==> src/rtl/kws_pkg.sv <==
`default_nettype none
// ============================================================================
// kws_pkg : shared constants, FSM encoding and width helper for the KWS block
// Revision: 1.0
// ============================================================================
package kws_pkg;

    localparam int SEQ_W    = 16;
    localparam int STREAK_W = 4;
    localparam int HOLD_W   = 16;

    typedef enum logic [1:0] {
        ST_IDLE    = 2'd0,
        ST_CONFIRM = 2'd1,
        ST_HOLDOFF = 2'd2
    } kws_state_e;

    // Index width for an n-bit one-hot vector; never narrower than one bit.
    function automatic int kw_idx_width(input int n);
        return (n > 1) ? $clog2(n) : 1;
    endfunction

endpackage
`default_nettype wire

==> src/rtl/kws_evt_fifo.sv <==
`default_nettype none
// ============================================================================
// kws_evt_fifo : synchronous FIFO for detected keyword events, head shown on rdata
// Revision: 1.0
// ============================================================================
module kws_evt_fifo #(
    parameter int DEPTH = 4,
    parameter int WIDTH = 20
) (
    input  logic             clk,
    input  logic             rst_n,
    input  logic             push_i,
    input  logic [WIDTH-1:0] wdata_i,
    input  logic             pop_i,
    output logic [WIDTH-1:0] rdata_o,
    output logic             full_o,
    output logic             empty_o
);

    localparam int ADDR_W = $clog2(DEPTH);
    localparam logic [ADDR_W:0] C_PTR_ONE = (ADDR_W+1)'(1);

    logic [ADDR_W:0]  wr_ptr_q;
    logic [ADDR_W:0]  rd_ptr_q;
    logic [WIDTH-1:0] mem_q [DEPTH];
    logic             w_do_push;
    logic             w_do_pop;

    assign empty_o   = (wr_ptr_q == rd_ptr_q);
    assign full_o    = (wr_ptr_q[ADDR_W] != rd_ptr_q[ADDR_W]) &&
                       (wr_ptr_q[ADDR_W-1:0] == rd_ptr_q[ADDR_W-1:0]);
    assign w_do_pop  = pop_i & ~empty_o;
    // A pop frees the slot in the same cycle, so a push into a full FIFO is legal then.
    assign w_do_push = push_i & (~full_o | w_do_pop);
    assign rdata_o   = empty_o ? '0 : mem_q[rd_ptr_q[ADDR_W-1:0]];

    always_ff @(posedge clk or negedge rst_n) begin
        if (!rst_n) begin
            wr_ptr_q <= '0;
            rd_ptr_q <= '0;
        end else begin
            if (w_do_push) wr_ptr_q <= wr_ptr_q + C_PTR_ONE;
            if (w_do_pop)  rd_ptr_q <= rd_ptr_q + C_PTR_ONE;
        end
    end

    always_ff @(posedge clk) begin
        if (w_do_push) mem_q[wr_ptr_q[ADDR_W-1:0]] <= wdata_i;
    end

endmodule
`default_nettype wire

==> src/rtl/kws_event_detector.sv <==
`default_nettype none
// ============================================================================
// kws_event_detector : debounces one-hot keyword results into queued events
// Revision: 1.0
// ============================================================================
module kws_event_detector
    import kws_pkg::*;
#(
    parameter int NUM_KEYWORDS   = 10,
    parameter int CONFIRM_COUNT  = 3,
    parameter int HOLDOFF_CYCLES = 16,
    parameter int FIFO_DEPTH     = 4,
    localparam int KW_IDX_W      = kw_idx_width(NUM_KEYWORDS)
) (
    input  logic                    clk,
    input  logic                    rst_n,
    input  logic [NUM_KEYWORDS-1:0] kws_result,
    input  logic                    kws_valid,
    input  logic                    enable,
    output logic                    evt_valid,
    input  logic                    evt_ready,
    output logic [KW_IDX_W-1:0]     evt_keyword,
    output logic [SEQ_W-1:0]        evt_seq,
    output logic                    overflow,
    input  logic                    clear_overflow,
    output logic                    busy
);

    localparam int EVT_W = KW_IDX_W + SEQ_W;
    localparam logic [NUM_KEYWORDS-1:0] C_KW_ONE     = NUM_KEYWORDS'(1);
    localparam logic [STREAK_W-1:0]     C_CONFIRM    = STREAK_W'(CONFIRM_COUNT);
    localparam logic [STREAK_W-1:0]     C_STREAK_ONE = STREAK_W'(1);
    localparam logic [HOLD_W-1:0]       C_HOLD_LOAD  = HOLD_W'(HOLDOFF_CYCLES - 1);
    localparam logic [HOLD_W-1:0]       C_HOLD_ONE   = HOLD_W'(1);
    localparam logic [SEQ_W-1:0]        C_SEQ_ONE    = SEQ_W'(1);

    function automatic logic [KW_IDX_W-1:0] onehot_to_idx(input logic [NUM_KEYWORDS-1:0] v);
        logic [KW_IDX_W-1:0] idx;
        idx = '0;
        for (int i = 0; i < NUM_KEYWORDS; i++) begin
            if (v[i]) idx = idx | KW_IDX_W'(i);
        end
        return idx;
    endfunction

    kws_state_e          state_q, state_d;
    logic [KW_IDX_W-1:0] cand_q, cand_d;
    logic [STREAK_W-1:0] streak_q, streak_d;
    logic [HOLD_W-1:0]   hold_q, hold_d;
    logic [SEQ_W-1:0]    seq_q, seq_d;
    logic                overflow_q, overflow_d;

    logic                w_onehot, w_hit, w_miss, w_push;
    logic                w_full, w_empty, w_pop_ok, w_drop;
    logic [KW_IDX_W-1:0] w_hit_idx;
    logic [SEQ_W-1:0]    w_seq_inc;
    logic [EVT_W-1:0]    w_evt_data, w_head;

    assign w_onehot   = (kws_result != '0) && ((kws_result & (kws_result - C_KW_ONE)) == '0);
    assign w_hit      = enable & kws_valid & w_onehot;
    assign w_miss     = enable & kws_valid & ~w_onehot;
    assign w_hit_idx  = onehot_to_idx(kws_result);
    // The pushed sequence number already includes the confirming result.
    assign w_seq_inc  = seq_q + C_SEQ_ONE;
    assign seq_d      = (enable && kws_valid) ? w_seq_inc : seq_q;
    assign w_evt_data = {w_hit_idx, w_seq_inc};

    always_comb begin
        state_d  = state_q;
        cand_d   = cand_q;
        streak_d = streak_q;
        hold_d   = hold_q;
        w_push   = 1'b0;
        if (!enable) begin
            state_d  = ST_IDLE;
            streak_d = '0;
            hold_d   = '0;
        end else begin
            case (state_q)
                ST_IDLE: begin
                    if (w_hit) begin
                        cand_d   = w_hit_idx;
                        streak_d = C_STREAK_ONE;
                        if (C_CONFIRM == C_STREAK_ONE) begin
                            w_push   = 1'b1;
                            streak_d = '0;
                            hold_d   = C_HOLD_LOAD;
                            state_d  = ST_HOLDOFF;
                        end else begin
                            state_d  = ST_CONFIRM;
                        end
                    end
                end
                ST_CONFIRM: begin
                    if (w_hit) begin
                        if (w_hit_idx == cand_q) begin
                            if ((streak_q + C_STREAK_ONE) == C_CONFIRM) begin
                                w_push   = 1'b1;
                                streak_d = '0;
                                hold_d   = C_HOLD_LOAD;
                                state_d  = ST_HOLDOFF;
                            end else begin
                                streak_d = streak_q + C_STREAK_ONE;
                            end
                        end else begin
                            cand_d   = w_hit_idx;
                            streak_d = C_STREAK_ONE;
                        end
                    end else if (w_miss) begin
                        streak_d = '0;
                        state_d  = ST_IDLE;
                    end
                end
                ST_HOLDOFF: begin
                    if (hold_q == '0) state_d = ST_IDLE;
                    else              hold_d  = hold_q - C_HOLD_ONE;
                end
                default: state_d = ST_IDLE;
            endcase
        end
    end

    assign w_pop_ok   = evt_ready & ~w_empty;
    assign w_drop     = w_push & w_full & ~w_pop_ok;
    assign overflow_d = w_drop ? 1'b1 : (clear_overflow ? 1'b0 : overflow_q);

    always_ff @(posedge clk or negedge rst_n) begin
        if (!rst_n) begin
            state_q    <= ST_IDLE;
            cand_q     <= '0;
            streak_q   <= '0;
            hold_q     <= '0;
            seq_q      <= '0;
            overflow_q <= 1'b0;
        end else begin
            state_q    <= state_d;
            cand_q     <= cand_d;
            streak_q   <= streak_d;
            hold_q     <= hold_d;
            seq_q      <= seq_d;
            overflow_q <= overflow_d;
        end
    end

    kws_evt_fifo #(
        .DEPTH (FIFO_DEPTH),
        .WIDTH (EVT_W)
    ) u_evt_fifo (
        .clk     (clk),
        .rst_n   (rst_n),
        .push_i  (w_push),
        .wdata_i (w_evt_data),
        .pop_i   (evt_ready),
        .rdata_o (w_head),
        .full_o  (w_full),
        .empty_o (w_empty)
    );

    assign evt_valid   = ~w_empty;
    assign evt_keyword = w_head[EVT_W-1:SEQ_W];
    assign evt_seq     = w_head[SEQ_W-1:0];
    assign overflow    = overflow_q;
    assign busy        = (state_q != ST_IDLE);

endmodule
`default_nettype wire

==> config.mk <==
export PLATFORM = sky130hd
export DESIGN_NAME = kws_event_detector
export DESIGN_NICKNAME = d
export VERILOG_FILES = /design/src/rtl/kws_pkg.sv /design/src/rtl/kws_evt_fifo.sv /design/src/rtl/kws_event_detector.sv
export SDC_FILE = /design/constraint.sdc
export NUM_CORES = 1
export LEC_CHECK = 0
export CORE_MARGIN = 10
export CORE_UTILIZATION = 54
export DETAILED_ROUTE_END_ITERATION = 8
export GPL_TIMING_DRIVEN = 0
export PLACE_DENSITY = 0.74
export SETUP_SLACK_MARGIN = 0.05
export SYNTH_ARGS = -nofsm -noshare
export SYNTH_HDL_FRONTEND = slang
export SYNTH_SLANG_ARGS = --single-unit
==> constraint.sdc <==
create_clock -name clk -period 6.5 [get_ports clk]
set_input_delay 1.95 -clock clk [delete_from_list [all_inputs] [get_ports clk]]
set_output_delay 1.95 -clock clk [all_outputs]
set_load 0.01 [all_outputs]
==> out/qor.yml <==
run_status:
  outcome: "complete, no violations"
clock_tree:
  cts_hold_repair.buffers: 0
  buffer_type_at_the_clock_tree_root: "clkbuf_8"
  post_cts_buffers: 0
  cts.sinks: 129
  reg_clk_slew_reported_paths_ps: 60
  resize_count_post_cts: 0
  clock_tree.buffer_depth: 2
  numCtsBuffers: 17
  clock_tree_from_tritoncts: "done"
  clk_latency_ps: 520
  ctsHtreeMaxLevel: 4
critical_path:
  worst-r2r-setup-slack_ps: 3390
  cells_traversed_along_the_worst_timing_path: "clkdlybuf4s50_1, or4_1, buf_2, xor2_1, nor4_4, nand4bb_1, nor2_2, and2_1"
  timing.critical_path.arrival_ps: 5440
  worst-setup-path-type: "in -> reg"
  worst-path-max-fanout: 20
  r2r_end: "u_evt_fifo.mem_q[2][4]$_DFFE_PP_"
  rr_worst_depth: 6
  end_kind: "flop"
  r2r_start: "cand_q[3]$_DFFE_PN0P_"
  crit_start: "kws_result[7]"
  critical-path-max-stage-delay_ps: 910
  slowest_stage: "and2_1"
  critical_path.startpoint_type: "primary input"
  timing.critical_path.required_ps: 6630
synthesis:
  syn-cell-area_sq_um: 6003
  synth_enable_flop_cells: 80
  synth_top_cell_by_area: "edfxtp_1"
  synth_xor_area_frac: 0.05690
  synth_fp_nets: 472
  yosys_warnings: 0
  compound_gate_fraction_of_synth_area: 0.07316
  post_synth_mux_area_share: 0.08962
  synthesis.instances: 447
  postSynthAreaPerCell_sq_um: 13.43
  yosys_most_used_dff: "edfxtp_1"
  netlist_top_cells_area: "edfxtp_1, dfrtp_1, mux4_2, xnor2_1, xor2_1"
  postSynthRegisterBits: 129
  yosys.area_share.adder: 0.02043
  synth_top_family_by_area: "simple AND/OR/NAND/NOR gates"
  synth_cell_type_count: 60
  yosys.area_share.simple: 0.1378
  synth_sequential_area_ratio: 0.6044
  synthArstFlopShare: 0.3798
  synthDominantCellAreaShare: 0.4002
floorplan:
  row_count: 38
  die_w_um: 125.4
  initial_core_util: 0.5538
  die_height_um: 125.4
  design.die.area_sq_um: 15730
  design.core.area_sq_um: 10840
  ioPinCount: 39
final_layout:
  n_antenna_cell: 0
  finish.net_count: 529
  post_route_cells_drive_above_1_share: 0.1373
  final_common_cell: "edfxtp_1"
  utilization: 0.6636
  final_cell_mix: "edfxtp_1, dfrtp_1, nand2_1, clkdlybuf4s50_1"
  area.growth.synth_to_final_pct: 19.82
  finish.cell_count_without_fillers: 657
placed_design:
  place_congestion: 0.8274
  placement.setup.worst_slack_ps: 648.3
  post-place-cells: 625
  port_bufs: 37
  dp_hpwl_mm: 7.559
sta:
  finalCriticalPeriod_ps: 5309
  rsz0062_at_grt: "false"
  fmaxAchievable_mhz: 188.4
  slew_viol_final: 0
  fin_ws_ps: 1191
  max_slew.worst_pin.slew_ps: 1112
  final-hold-violation-count: 0
  final_setup_violation_count: 0
  tns_ps: 0
  min_period_over_period: 0.8168
  timing.slew.headroom: 0.2585
  worst_clock_skew_ps: 8.210
run:
  drv_cap: 0
detailed_routing:
  drt_first_iter_violations: 294
  wl_met2_mm: 5.981
  post-route-drc-count: 0
  drt-total-wl_mm: 11.59
  via_per_inst: 5.674
  route.layer.met1.wl_mm: 4.881
  antenna_left: 0
  detailroute.wirelength.met3_um: 575
  detailroute.via_count: 3728
  detailedRoute.firstPassIterationCount: 4
  detail_route.wl_per_cell_um: 17.63
  maxUsedRoutingLayer: "met4"
hold_path:
  hold_path_class: "reg -> reg"
  min_delay_path_depth: 1
  worst_case_hold_path_end_point: "u_evt_fifo.rd_ptr_q[2]$_DFFE_PN0P_"
  min_from: "u_evt_fifo.rd_ptr_q[2]$_DFFE_PN0P_"
global_routing:
  grt_first_pass_wirelength_mm: 19.91
  antenna_violations_before_repair: 0
  grt_start_max_net_pins: 35
  grt_pass1_vias: 3904
  gr-usage-all-layers: 0.1560
  grt.overflow.total: 0
power_and_ir_drop:
  leakagePower_nw: 2.863
  vdd_ir_drop_max_uv: 176.7
  p_total_w: 0.002517
  powerDensity_nw_per_um2: 349.9
registers in the layout, summed over array words and instances, names as in the netlist:
name and count:
cand_q 4, hold_q 16, overflow 1, u_evt_fifo.rd_ptr_q 3
u_evt_fifo.wr_ptr_q 3, state_q 2, seq_q 16, streak_q 4
u_evt_fifo.mem_q 80
cell families (layout without fill, tap and decap cells):
group,Yosys count,in the layout
flops,129,129
compound gates,60,60
buf+inv,28,98
simple gates,153,153
xor+xnor,39,39
mux,28,28
fa+ha+maj,10,10
worst max path at each step:
stage                                        end  slack (ps)
2_1_floorplan   u_evt_fifo.mem_q[3][0]$_DFFE_PP_        1920
3_3_place_gp   u_evt_fifo.mem_q[0][15]$_DFFE_PP_         720
3_5_place_dp   u_evt_fifo.mem_q[2][14]$_DFFE_PP_         650
4_1_cts         u_evt_fifo.mem_q[2][3]$_DFFE_PP_        1150
5_1_grt         u_evt_fifo.mem_q[3][3]$_DFFE_PP_         950
6_report        u_evt_fifo.mem_q[2][4]$_DFFE_PP_        1190
Yosys cell counts, types with 2 or more instances:
cell type and number:
and2_1 5, ha_1 9, o22ai_1 4, nand4_1 2
o21ai_0 5, buf_1 2, clkbuf_1 10, inv_1 15
mux4_2 20, nor2_1 18, o211ai_1 3, dfrtp_1 49
xnor2_1 22, or3_1 6, or2_2 4, and3_1 7
mux2i_1 2, edfxtp_1 80, a2111oi_0 2, a21oi_1 10
nor3_1 19, nand2_1 36, nand2b_1 4, mux2_2 5
nor4_1 3, nand3_1 13, a21boi_0 3, o21a_1 5
a211o_1 5, a21o_1 3, nor2b_1 22, a31oi_1 6
a32o_1 2, xor2_1 17, or4_1 4
critical path, delay by kind of cell:
kind	cells	cell delay [ps]
xor+xnor	1	190
buf+inv	2	700
simple gates	5	2580
per-layer routing:
layer | GRT usage | vias to the layer above
li1 | - | 1797
met1 | 0.1886 | 1832
met2 | 0.2566 | 86
met3 | 0.04647 | 13
met4 | 0.06098 | 0
met5 | 0 | -
power breakdown:
group | internal, W | leakage, nW | switching, W | total [W]
clock | 0.000640 | 0.304 | 0.000360 | 0.00100
sequential | 0.000936 | 1.46 | 0.0000424 | 0.000978
combinational | 0.000279 | 1.10 | 0.000260 | 0.000539
total | 0.00185 | 2.86 | 0.000662 | 0.00252
layout make-up:
type	instances	area, sq um
Timing Repair Buffer	38	385.4
Sequential cell	129	3628
Multi-Input combinational cell	290	2268
Fill cell	798	3647
Clock buffer	18	427.9
Tap cell	140	175.2
Inverter	15	56.30
Clock inverter	14	201.4
Buffer	13	50.05
metrics by stage:
stage | hold WS [ps] | instance area (sq um)
floorplan | 461.7 | 6003
global placement | 480.1 | 6549
detailed placement | 483.5 | 6564
CTS | 498.5 | 7193
global route | 516.1 | 7193
finish | 499.1 | 7193
Note: power is estimated with default switching activity, not from simulation.
